File: src/rtl/snake_pkg.sv
`default_nettype none
// +--------------------------------------------------------------------------+
// | Module   : snake_pkg                                                      |
// | Purpose  : Shared types and helpers for the snake body engine: movement  |
// |            direction encoding, game state encoding and the reversal      |
// |            helper used to reject 180-degree turns.                       |
// | Revision : 1.0 - initial release                                         |
// +--------------------------------------------------------------------------+
package snake_pkg;

    // Direction encoding matches the 2-bit dir input from the control logic.
    typedef enum logic [1:0] {
        UP    = 2'd0,
        DOWN  = 2'd1,
        LEFT  = 2'd2,
        RIGHT = 2'd3
    } dir_t;

    typedef enum logic [1:0] {
        IDLE = 2'd0,
        RUN  = 2'd1,
        DEAD = 2'd2
    } state_t;

    // Direction pointing the opposite way; a request equal to this is a
    // reversal into the neck and is discarded.
    function automatic dir_t opposite(input dir_t d);
        case (d)
            UP:      return DOWN;
            DOWN:    return UP;
            LEFT:    return RIGHT;
            default: return LEFT;
        endcase
    endfunction

endpackage
`default_nettype wire

File: src/rtl/snake_cell_match.sv
`default_nettype none
// +--------------------------------------------------------------------------+
// | Module   : snake_cell_match                                               |
// | Purpose  : MAX_LEN parallel comparators between one grid cell and the    |
// |            stored body segments. Only segments with index < matchLen     |
// |            can match; stale entries beyond the body never hit.           |
// | Ports    : segX/segY  - segment coordinate arrays (index 0 = head)       |
// |            matchLen   - number of leading segments eligible to match     |
// |            cellX/cellY- cell under test                                  |
// |            hit        - some eligible segment equals the cell            |
// | Revision : 1.0 - initial release                                         |
// +--------------------------------------------------------------------------+
module snake_cell_match
    import snake_pkg::*;
#(
    parameter int MAX_LEN = 64,
    parameter int XW      = 6,
    parameter int YW      = 5,
    parameter int LW      = 7
) (
    input  logic [XW-1:0] segX [MAX_LEN],
    input  logic [YW-1:0] segY [MAX_LEN],
    input  logic [LW-1:0] matchLen,
    input  logic [XW-1:0] cellX,
    input  logic [YW-1:0] cellY,
    output logic          hit
);

    logic [MAX_LEN-1:0] w_match;

    generate
        for (genvar i = 0; i < MAX_LEN; i++) begin : g_cmp
            assign w_match[i] = (LW'(i) < matchLen) &&
                                (segX[i] == cellX) &&
                                (segY[i] == cellY);
        end
    endgenerate

    assign hit = |w_match;

endmodule
`default_nettype wire

File: src/rtl/snake_body_engine.sv
`default_nettype none
// +--------------------------------------------------------------------------+
// | Module   : snake_body_engine                                              |
// | Purpose  : Holds the snake body as a shift array of grid cells and       |
// |            advances it on each game tick. Handles growth, wall/wrap      |
// |            edges, self-collision, reversal rejection and a registered    |
// |            per-pixel body/head query for the video path.                 |
// | Ports    : clock, resetN            - clock, async active-low reset      |
// |            start, step, dir, grow   - game control                       |
// |            wallsOn                  - 1: edges kill, 0: edges wrap       |
// |            pixX, pixY               - pixel query coordinates            |
// |            bodyHit, headHit         - registered query result            |
// |            headX, headY, length     - body status                        |
// |            gameOver, running        - DEAD / RUN state flags             |
// | Revision : 1.0 - initial release                                         |
// +--------------------------------------------------------------------------+
module snake_body_engine
    import snake_pkg::*;
#(
    parameter int GRID_W    = 40,
    parameter int GRID_H    = 30,
    parameter int MAX_LEN   = 64,
    parameter int INIT_LEN  = 3,
    parameter int CELL_LOG2 = 4,
    parameter int PIX_W     = 10
) (
    input  logic                           clock,
    input  logic                           resetN,
    input  logic                           start,
    input  logic                           step,
    input  logic [1:0]                     dir,
    input  logic                           grow,
    input  logic                           wallsOn,
    input  logic [PIX_W-1:0]               pixX,
    input  logic [PIX_W-1:0]               pixY,
    output logic                           bodyHit,
    output logic                           headHit,
    output logic [$clog2(GRID_W)-1:0]      headX,
    output logic [$clog2(GRID_H)-1:0]      headY,
    output logic [$clog2(MAX_LEN+1)-1:0]   length,
    output logic                           gameOver,
    output logic                           running
);

    localparam int XW = $clog2(GRID_W);
    localparam int YW = $clog2(GRID_H);
    localparam int LW = $clog2(MAX_LEN + 1);

    localparam logic [XW-1:0] c_xMax   = XW'(GRID_W - 1);
    localparam logic [YW-1:0] c_yMax   = YW'(GRID_H - 1);
    localparam logic [LW-1:0] c_maxLen = LW'(MAX_LEN);

    // ------------------------------------------------------------------
    // State
    // ------------------------------------------------------------------
    state_t        r_state;
    state_t        w_stateNext;
    dir_t          r_curDir;
    logic [XW-1:0] r_segX [MAX_LEN];
    logic [YW-1:0] r_segY [MAX_LEN];
    logic [LW-1:0] r_length;
    logic [LW-1:0] r_pendGrow;

    // ------------------------------------------------------------------
    // Step evaluation
    // ------------------------------------------------------------------
    dir_t          w_dirReq;
    dir_t          w_dirRes;
    logic [XW-1:0] w_nextX;
    logic [YW-1:0] w_nextY;
    logic          w_wallHit;
    logic          w_grows;
    logic [LW-1:0] w_collLen;
    logic          w_selfHit;
    logic          w_doStep;
    logic          w_die;
    logic          w_advance;
    logic [LW-1:0] w_pendAfterStep;
    logic [LW-1:0] w_pendNext;

    assign w_dirReq = dir_t'(dir);
    assign w_dirRes = (w_dirReq == opposite(r_curDir)) ? r_curDir : w_dirReq;

    // Edges are compared explicitly so non-power-of-two grids wrap correctly.
    always_comb begin
        w_nextX   = r_segX[0];
        w_nextY   = r_segY[0];
        w_wallHit = 1'b0;
        case (w_dirRes)
            UP: begin
                if (r_segY[0] == '0) begin
                    w_wallHit = wallsOn;
                    w_nextY   = c_yMax;
                end else begin
                    w_nextY = r_segY[0] - 1'b1;
                end
            end
            DOWN: begin
                if (r_segY[0] == c_yMax) begin
                    w_wallHit = wallsOn;
                    w_nextY   = '0;
                end else begin
                    w_nextY = r_segY[0] + 1'b1;
                end
            end
            LEFT: begin
                if (r_segX[0] == '0) begin
                    w_wallHit = wallsOn;
                    w_nextX   = c_xMax;
                end else begin
                    w_nextX = r_segX[0] - 1'b1;
                end
            end
            default: begin
                if (r_segX[0] == c_xMax) begin
                    w_wallHit = wallsOn;
                    w_nextX   = '0;
                end else begin
                    w_nextX = r_segX[0] + 1'b1;
                end
            end
        endcase
    end

    assign w_grows = (r_pendGrow != '0) && (r_length < c_maxLen);

    // When not growing the tail cell is vacated this same step, so it is
    // left out of the collision set.
    assign w_collLen = (w_grows || (r_length == '0)) ? r_length : (r_length - 1'b1);

    snake_cell_match #(
        .MAX_LEN (MAX_LEN),
        .XW      (XW),
        .YW      (YW),
        .LW      (LW)
    ) u_collMatch (
        .segX     (r_segX),
        .segY     (r_segY),
        .matchLen (w_collLen),
        .cellX    (w_nextX),
        .cellY    (w_nextY),
        .hit      (w_selfHit)
    );

    // start has priority; a step in the same cycle is dropped.
    assign w_doStep  = step && !start && (r_state == RUN);
    assign w_die     = w_doStep && (w_wallHit || w_selfHit);
    assign w_advance = w_doStep && !w_die;

    // The step consumes the old pending count; a grow in the same cycle is
    // added afterwards and saturates at MAX_LEN.
    assign w_pendAfterStep = (w_advance && w_grows) ? (r_pendGrow - 1'b1) : r_pendGrow;
    assign w_pendNext      = (grow && (w_pendAfterStep < c_maxLen)) ?
                             (w_pendAfterStep + 1'b1) : w_pendAfterStep;

    // ------------------------------------------------------------------
    // FSM
    // ------------------------------------------------------------------
    always_ff @(posedge clock or negedge resetN) begin
        if (!resetN) begin
            r_state <= IDLE;
        end else begin
            r_state <= w_stateNext;
        end
    end

    always_comb begin
        w_stateNext = r_state;
        running     = 1'b0;
        gameOver    = 1'b0;
        case (r_state)
            RUN:     running  = 1'b1;
            DEAD:    gameOver = 1'b1;
            default: ;
        endcase
        if (start) begin
            w_stateNext = RUN;
        end else if (w_die) begin
            w_stateNext = DEAD;
        end
    end

    // ------------------------------------------------------------------
    // Body storage
    // ------------------------------------------------------------------
    always_ff @(posedge clock or negedge resetN) begin
        if (!resetN) begin
            for (int i = 0; i < MAX_LEN; i++) begin
                r_segX[i] <= '0;
                r_segY[i] <= '0;
            end
            r_length   <= '0;
            r_pendGrow <= '0;
            r_curDir   <= RIGHT;
        end else if (start) begin
            // Horizontal body extending left of the grid centre.
            for (int i = 0; i < MAX_LEN; i++) begin
                if (i < INIT_LEN) begin
                    r_segX[i] <= XW'(GRID_W / 2 - i);
                    r_segY[i] <= YW'(GRID_H / 2);
                end
            end
            r_length   <= LW'(INIT_LEN);
            r_pendGrow <= '0;
            r_curDir   <= RIGHT;
        end else begin
            if (r_state == RUN) begin
                r_pendGrow <= w_pendNext;
            end
            if (w_advance) begin
                for (int i = MAX_LEN - 1; i > 0; i--) begin
                    r_segX[i] <= r_segX[i-1];
                    r_segY[i] <= r_segY[i-1];
                end
                r_segX[0] <= w_nextX;
                r_segY[0] <= w_nextY;
                r_curDir  <= w_dirRes;
                if (w_grows) begin
                    r_length <= r_length + 1'b1;
                end
            end
        end
    end

    assign headX  = r_segX[0];
    assign headY  = r_segY[0];
    assign length = r_length;

    // ------------------------------------------------------------------
    // Pixel query
    // ------------------------------------------------------------------
    logic [PIX_W-1:0] w_qCellXFull;
    logic [PIX_W-1:0] w_qCellYFull;
    logic [XW-1:0]    w_qCellX;
    logic [YW-1:0]    w_qCellY;
    logic             w_qInGrid;
    logic             w_qBody;

    assign w_qCellXFull = pixX >> CELL_LOG2;
    assign w_qCellYFull = pixY >> CELL_LOG2;
    assign w_qInGrid    = (w_qCellXFull < PIX_W'(GRID_W)) && (w_qCellYFull < PIX_W'(GRID_H));
    assign w_qCellX     = w_qCellXFull[XW-1:0];
    assign w_qCellY     = w_qCellYFull[YW-1:0];

    snake_cell_match #(
        .MAX_LEN (MAX_LEN),
        .XW      (XW),
        .YW      (YW),
        .LW      (LW)
    ) u_queryMatch (
        .segX     (r_segX),
        .segY     (r_segY),
        .matchLen (r_length),
        .cellX    (w_qCellX),
        .cellY    (w_qCellY),
        .hit      (w_qBody)
    );

    always_ff @(posedge clock or negedge resetN) begin
        if (!resetN) begin
            bodyHit <= 1'b0;
            headHit <= 1'b0;
        end else begin
            bodyHit <= (r_state != IDLE) && w_qInGrid && w_qBody;
            headHit <= (r_state != IDLE) && w_qInGrid &&
                       (r_segX[0] == w_qCellX) && (r_segY[0] == w_qCellY);
        end
    end

endmodule
`default_nettype wire

File: config.mk
export PLATFORM = sky130hd
export DESIGN_NAME = snake_body_engine
export DESIGN_NICKNAME = d
export VERILOG_FILES = /design/src/rtl/snake_pkg.sv /design/src/rtl/snake_cell_match.sv /design/src/rtl/snake_body_engine.sv
export SDC_FILE = /design/constraint.sdc
export NUM_CORES = 2
export LEC_CHECK = 0
export BUFFER_PORTS_ARGS = -buffer_cell sky130_fd_sc_hd__buf_2
export CORE_AREA = 2 2 323 293
export CTS_CLUSTER_DIAMETER = 60
export CTS_CLUSTER_SIZE = 10
export DETAILED_ROUTE_END_ITERATION = 10
export DIE_AREA = 0 0 325 295
export MAX_ROUTING_LAYER = met4
export PLACE_DENSITY = 0.73
export SLEW_MARGIN = 5
export SYNTH_ARGS = -nofsm -noshare
export SYNTH_HDL_FRONTEND = slang
export SYNTH_SLANG_ARGS = --single-unit
File: constraint.sdc
create_clock -name clock -period 6 [get_ports clock]
set_clock_uncertainty 0.15 [all_clocks]
set_input_delay 0.3 -clock clock [delete_from_list [all_inputs] [get_ports clock]]
set_output_delay 0.3 -clock clock [all_outputs]
set_load 0.03 [all_outputs]
; Word level (Yosys, flattened, before mapping)
; Cells that the tools add are included.
[totals]
regBits = 724
input_bits = 28
out_inout_bits = 22
word_cells = 859
[op_classes]
n_addsub = 8
n_lt_le_gt_ge = 132
n_eq_ne = 265
muxes = 31
bitwise_logic = 1
reduce_logical = 288
[op_table]
columns = operator, count
row1 = 6-bit == test, 128
row2 = 5-bit == test, 128
row3 = "6-bit by 7-bit < comparator with 1-bit output, first input constant", 64
row4 = 384-bit two-way mux, 1
row5 = 320-bit two-way mux, 1
row6 = 1-bit logical AND, 268
row7 = "5-bit by 7-bit < comparator with 1-bit output, first input constant", 32
row8 = 64-bit OR reduction, 2
row9 = "4-bit by 7-bit < comparator with 1-bit output, first input constant", 16
row10 = "3-bit by 7-bit < comparator with 1-bit output, first input constant", 8
row11 = 7-bit two-way mux, 8
row12 = "1-bit by 7-bit < comparator with 1-bit output, first input constant", 4
row13 = "2-bit by 7-bit < comparator with 1-bit output, first input constant", 4
row14 = 18-bit two-way mux, 1
row15 = 15-bit two-way mux, 1
row16 = "7-bit by 1-bit adder with 7-bit output, second input constant", 2
row17 = "7-bit < comparator, second input constant", 2
row18 = "7-bit by 1-bit subtractor with 7-bit output, second input constant", 2
row19 = 6-bit two-way mux, 2
row20 = 6-bit case mux with 2 select lines, 1
row21 = 2-bit two-way mux, 5
row22 = 5-bit two-way mux, 2
row23 = 5-bit case mux with 2 select lines, 1
row24 = 2-bit nonzero test, 5
row25 = 24 further kinds, 37

; Logic depth before layout (Yosys ltp)
[depth]
ltp_word = 22
ltp_mapped = 31
mapped_depth_nobuf = 23

; By module
; Synthesis repeated with hierarchy kept, for this count alone.
[unflattened]
cells_unflattened = 5557
area_unflattened_um2 = 47177.7
[modules_own_cells]
columns = module, instances, cells_per_inst, area_per_inst_um2, seq_area_each_um2
row1 = snake_body_engine, 1, 3301, 28775.1, 18119.9
row2 = snake_cell_match, 2, 1128, 9201.3, 0.0

; Least setup slack after synthesis
; OpenSTA, ideal clock, no wires.
[synth_timing]
path_type = register to register
from = reg r_segY, in the netlist headY[0]
to = reg r_pendGrow[4]
setup_time_ps = 132
arrival_time_ps = 5960
t_required_ps = 5718
setup_slack_ps = -242
stages_incl_launch_ff = 32
path_buffers = 9
synth_period_minus_slack_ps = 6242
cell_sequence = dfrtp_1 > clkbuf_1 > inv_1 > clkbuf_1 > clkbuf_1 > ha_1 > buf_2 > or4b_1 > clkbuf_1 > a211oi_2 > a211o_1 > buf_2 > buf_4 > buf_2 > xnor2_1 > nor2_1 > nand4_1 > o2111ai_1 > nor4_1 > nand4_1 > a2111oi_4 > nand4_2 > buf_2 > nand2_1 > o21ai_0 > ha_1 > nand2_1 > a211oi_1 > or3_1 > a221oi_2 > xnor2_1 > nor2_1
[synth_between]
elab_chain_cells = 17
word_cells_on_any_way = 151
cone_classes = add/sub: 3 / order compare: 1 / eq/ne: 65 / mux: 10 / reduce/logical: 72
[synth_lines]
columns = item, line_no
row1 = "start, declared", snake_body_engine.sv:60  ; logic [YW-1:0] r_segY [MAX_LEN];
row2 = "start signal, assigned by index", snake_body_engine.sv:200  ; r_segY[i] <= YW'(GRID_H / 2);
row3 = "start signal, assigned by index", snake_body_engine.sv:213  ; r_segY[i] <= r_segY[i-1];
row4 = "5-bit by 1-bit adder with 5-bit output, or another cell as far along", snake_body_engine.sv:103  ; w_nextY = r_segY[0] + 1'b1;
row5 = 5-bit two-way mux (on tied branches), "snake_body_engine.sv:99, snake_body_engine.sv:91"
row6 = 5-bit case mux with 2 select lines, snake_body_engine.sv:89  ; case (w_dirRes)
row7 = 5-bit == test, snake_cell_match.sv:35  ; (segY[i] == cellY);
row8 = 1-bit logical AND, snake_cell_match.sv:34  ; (segX[i] == cellX) &&
row9 = 64-bit OR reduction, snake_cell_match.sv:39  ; assign hit = |w_match;
row10 = 1-bit logical OR (*), snake_body_engine.sv:147  ; assign w_die = w_doStep && (w_wallHit || w_selfHit);
row11 = 1-bit logical AND (*), snake_body_engine.sv:147
row12 = 1-bit logical NOT (*), snake_body_engine.sv:148  ; assign w_advance = w_doStep && !w_die;
row13 = 1-bit logical AND (*), snake_body_engine.sv:148
row14 = 1-bit logical AND (*), snake_body_engine.sv:152  ; assign w_pendAfterStep = (w_advance && w_grows) ? (r_pendGrow - 1'b1) : r_pendGrow;
row15 = 7-bit two-way mux (*), snake_body_engine.sv:152
row16 = 7-bit < comparator, snake_body_engine.sv:153  ; assign w_pendNext = (grow && (w_pendAfterStep < c_maxLen)) ?
row17 = 1-bit logical AND, snake_body_engine.sv:153
row18 = 7-bit two-way mux (*), snake_body_engine.sv:153
row19 = 7-bit two-way mux (*), snake_body_engine.sv:207  ; if (r_state == RUN) begin
row20 = 7-bit two-way mux (*), snake_body_engine.sv:195  ; end else if (start) begin
row21 = "end signal, assigned", snake_body_engine.sv:208  ; r_pendGrow <= w_pendNext;
row22 = "end, declared", snake_body_engine.sv:62  ; logic [LW-1:0] r_pendGrow;
; Mark *: on every way between the ends. The rest lies on a longest branch, timed or not. The select of a mux whose other input is x is not followed.
; A chain may end at the register's enable or synchronous reset.

; Final worst setup path
[layout_timing]
from = reg r_curDir[1]
to = reg r_pendGrow[4]
[layout_between]
elab_chain_cells = 22
word_cells_on_any_way = 282
cone_classes = add/sub: 1 / order compare: 1 / eq/ne: 133 / mux: 9 / reduce/logical: 138
[layout_lines]
columns = item, line_no
row1 = "start, declared", snake_body_engine.sv:58  ; dir_t r_curDir;
row2 = "start signal, assigned", snake_body_engine.sv:217  ; r_curDir <= w_dirRes;
row3 = "2-bit == test, or another cell as far along", snake_pkg.sv:28  ; case (d)
row4 = 2-bit case mux with 3 select lines, snake_pkg.sv:28
row5 = 2-bit == test, snake_body_engine.sv:82  ; assign w_dirRes = (w_dirReq == opposite(r_curDir)) ? r_curDir : w_dirReq;
row6 = 2-bit two-way mux (*), snake_body_engine.sv:82
row7 = 2-bit by 1-bit == test with 1-bit output / 2-bit logical NOT (equally long branches), snake_body_engine.sv:89
row8 = 2-bit OR reduction (no source line), n/a
row9 = 6-bit case mux with 2 select lines, snake_body_engine.sv:89
row10 = 6-bit == test, snake_cell_match.sv:34
row11 = (+6 left out), n/a
row12 = 1-bit logical AND (*), snake_body_engine.sv:148
row13 = 1-bit logical AND (*), snake_body_engine.sv:152
row14 = 7-bit two-way mux (*), snake_body_engine.sv:152
row15 = 7-bit < comparator, snake_body_engine.sv:153
row16 = 1-bit logical AND, snake_body_engine.sv:153
row17 = 7-bit two-way mux (*), snake_body_engine.sv:153
row18 = 7-bit two-way mux (*), snake_body_engine.sv:207
row19 = 7-bit two-way mux (*), snake_body_engine.sv:195
; Marks and branches as above.

==> results.md <==
- Status: complete, but fails checks
- Failing checks: max-capacitance violations, max-slew violations, negative setup slack
- Die area: 95,880 um^2
- Synth top area share: 0.3584
- Final nets: 5,539
- CTS Sinks: 724
- Crit path DAT: 6.74 ns
- Global-route usage over all layers: 0.5565
- TritonCTS clock tree: done
- Placed Cells: 6,600
- Cell accounting for the most synthesized area: dfrtp_1
- Row count: 106
- CP max stage delay: 0.65 ns
- Detailed-route vias per instance: 7.167
- Crit share post-route: 1.054
- Worst Path Required: 6.42 ns
- Warnings, synthesis: 0
- Share of cells above drive strength 1: 0.3186
- TritonCTS Buffers: 91
- CP dominant cell by count: buf_4
- Top cell family by delay on the critical path: compound AO/OA/AOI/OAI gates
- Layout overhead on the synthesized area: 21.39%
- Worst-margin pin slew: 1.567 ns
- Max Transition Viols Final: 3
- Drt wl/cell: 38.76 um
- Sequential fraction of the synthesis area: 0.3595
- Maximum clock rate: 158.1 MHz
- Max_slew headroom: -0.05427
- Clock edge transition at the registers on the reported setup and hold paths: 0.06 ns
- Ranking of synthesized cells by area: dfrtp_1 36%, mux2_2 15%, xnor2_1 14%, xor2_1 7.8%, nand4_1 2.1%
- Critical Path End Type: flop
- # IOs: 50
- Die Height: 295 um
- GRT overflow: 0
- Largest net degree at the start of global routing: 159
- DIE WIDTH: 325 um
- Buffer depth of the longest clock path: 3
- Starting density of the core: 0.5453
- DR iter-0 viols: 8,601
- Worst setup SP type: flop
- Final Wtd Congestion: 1.154
- Cell leakage power: 26.64 nW
- Power per Cell Area: 371.6 nW/um^2
- Primary FF master, synth: dfrtp_1
- Bufs and invs on worst path: 7
- Vias in the first global route: 45.96k
- Synthesis-stage register bit count: 724
- Post-Syn Area: 50,410 um^2
- Final setup violation count: 6
- Mean Syn Cell Area: 10.15 um^2
- Synth async-reset ratio: 1.000
- Routed via count: 48.75k
- Tmin final: 6.326 ns
- Commonest non-fill, non-tap cell in the layout: xnor2_1
- # port buffers: 41
- Root Buffer: clkbuf_16
- Final wirelength: 263,600 um
- Cells after synthesis: 4,966
- Post-synth EDFFs: 0
- # DRC: 0
- Antenna violations before repair: 23
- Area of the core: 92,440 um^2
- Most frequent cells in the layout: 793 x xnor2_1, 718 x dfrtp_1, 667 x buf_4
- First-pass GRT wire length: 364,200 um
- Non-filler instance count after layout: 6,801
- Syn nets: 5,006
- Pre-CTS setup slack: -0.4351 ns
- Total power: 22.74 mW
- Hold Fails Final Rpt: 0
- Worst min path class: in -> async
- Worst-Skew Late Latency: 0.73 ns
- Worst Path Max Fanout: 5
- RSZ-0062 raised after global routing: true
- Setup ws final: -0.3258 ns
- Synth cell types: 110
- Drt pass-1 iters: 10
- Antenna-violating nets left: 0
- Htree depth: 3
- Crit path max-delay cell type: a2111oi_4
- Kind of critical path: reg -> reg
- DPL Wire Length: 192,600 um
- Max Cap Viol: 2
- Worst ir drop on vdd: 0.2943 mV
registers in the layout, summed over array words and instances (netlist names):
signal and count:
headY 5, r_segY 315, r_pendGrow 7, bodyHit 1, r_state 2, headHit 1
length 7, r_segX 378, headX 6, r_curDir 2
repair_timing:
item / in CTS / in global routing
hold endpoints to repair: 88 / 0
endpoints found under the setup margin: 32 / 145
hold buffers: 5 / 0
setup buffers: 18 / 26
resized for setup: 94 / 82
pin swaps: 21 / 27
cell type report:
class	count	area [um^2]
diodes	25	62.56
clock buffers	106	2405
clock inverters	22	301.5
fillers	7439	31250
inverters	65	244.0
multi-input cells	3774	30780
flip-flops and latches	724	18130
well taps	1242	1554
repair buffers	843	7722
path summary, 6_finish.rpt:
check / end / from / slack (ns) / cells past startpoint
max in group asynchronous: r_segX[280]$_DFFE_PN0P_ / resetN / 4.12 / 3
worst max-delay path: r_pendGrow[4]$_DFFE_PN0P_ / r_curDir[1]$_DFFE_PN1P_ / -0.33 / 28
worst max register to register: r_pendGrow[4]$_DFFE_PN0P_ / r_curDir[1]$_DFFE_PN1P_ / -0.33 / 28
worst min register to register: r_state[1]$_DFFE_PN0P_ / r_state[1]$_DFFE_PN0P_ / 0.40 / 2
worst min-delay path: r_segY[5]$_DFFE_PN0P_ / resetN / 0.06 / 2
min in group clock: bodyHit$_DFF_PN0_ / pixX[9] / 0.33 / 4
worst reg2reg max path: cells and delay by family, from the launching register on:
family,cells,cell delay (ns)
buffers and inverters,7,1.31
muxes,1,0.26
DFF,1,0.58
xor gates and xnor gates,2,0.30
and+or+nand+nor,10,1.56
adders and majority gates,1,0.18
AOI/OAI and AO/OA,7,1.83
per-stage QoR:
step           TNS, ns  hold slack (ns)  instance area [um^2]    util
5_1_grt         -1.471           0.1207                 61180  0.6618
3_5_place_dp    -1.989           0.2078                 57250  0.6193
3_3_place_gp    -1.520           0.2037                 57250  0.6193
2_1_floorplan        0          -0.1456                 50410       -
6_report        -1.259          0.05655                 61190  0.6620
4_1_cts        -0.1531          0.07022                 60550  0.6550
per-layer routing:
layer  track usage  up-vias  wire, um
li1              -    19020         -
met1        0.6870    24140     96550
met2        0.7188     4332    101000
met3        0.2517     1253     43710
met4        0.3773        0     22310
met5             -        -         0
cells by family after synthesis:
group           synth area share
simple gates              0.1035
xor+xnor                  0.2181
flops                     0.3595
buf+inv                  0.04356
compound gates            0.1214
fa+ha+maj               0.002978
mux                       0.1510
synthesized netlist by cell type (all sizes together) (24+ instances only):
| cell type | n |
|---|---|
| a2111oi | 67 |
| a211oi | 48 |
| a21oi | 123 |
| a221oi | 46 |
| a22oi | 31 |
| a31oi | 24 |
| buf | 250 |
| clkbuf | 153 |
| dfrtp | 722 |
| inv | 61 |
| mux2 | 651 |
| mux2i | 25 |
| nand2 | 207 |
| nand3 | 82 |
| nand4 | 172 |
| nor2 | 153 |
| nor3 | 91 |
| nor4 | 122 |
| o2111ai | 40 |
| o211ai | 41 |
| o21ai | 211 |
| o22ai | 42 |
| or3 | 28 |
| xnor2 | 800 |
| xor2 | 450 |
power breakdown:
| part | switching (mW) | total, mW | internal (mW) |
|---|---|---|---|
| clock | 2.30 | 5.26 | 2.96 |
| combinational | 6.91 | 11.5 | 4.62 |
| sequential | 0.728 | 5.94 | 5.21 |
(Power assumes the default switching activity.)
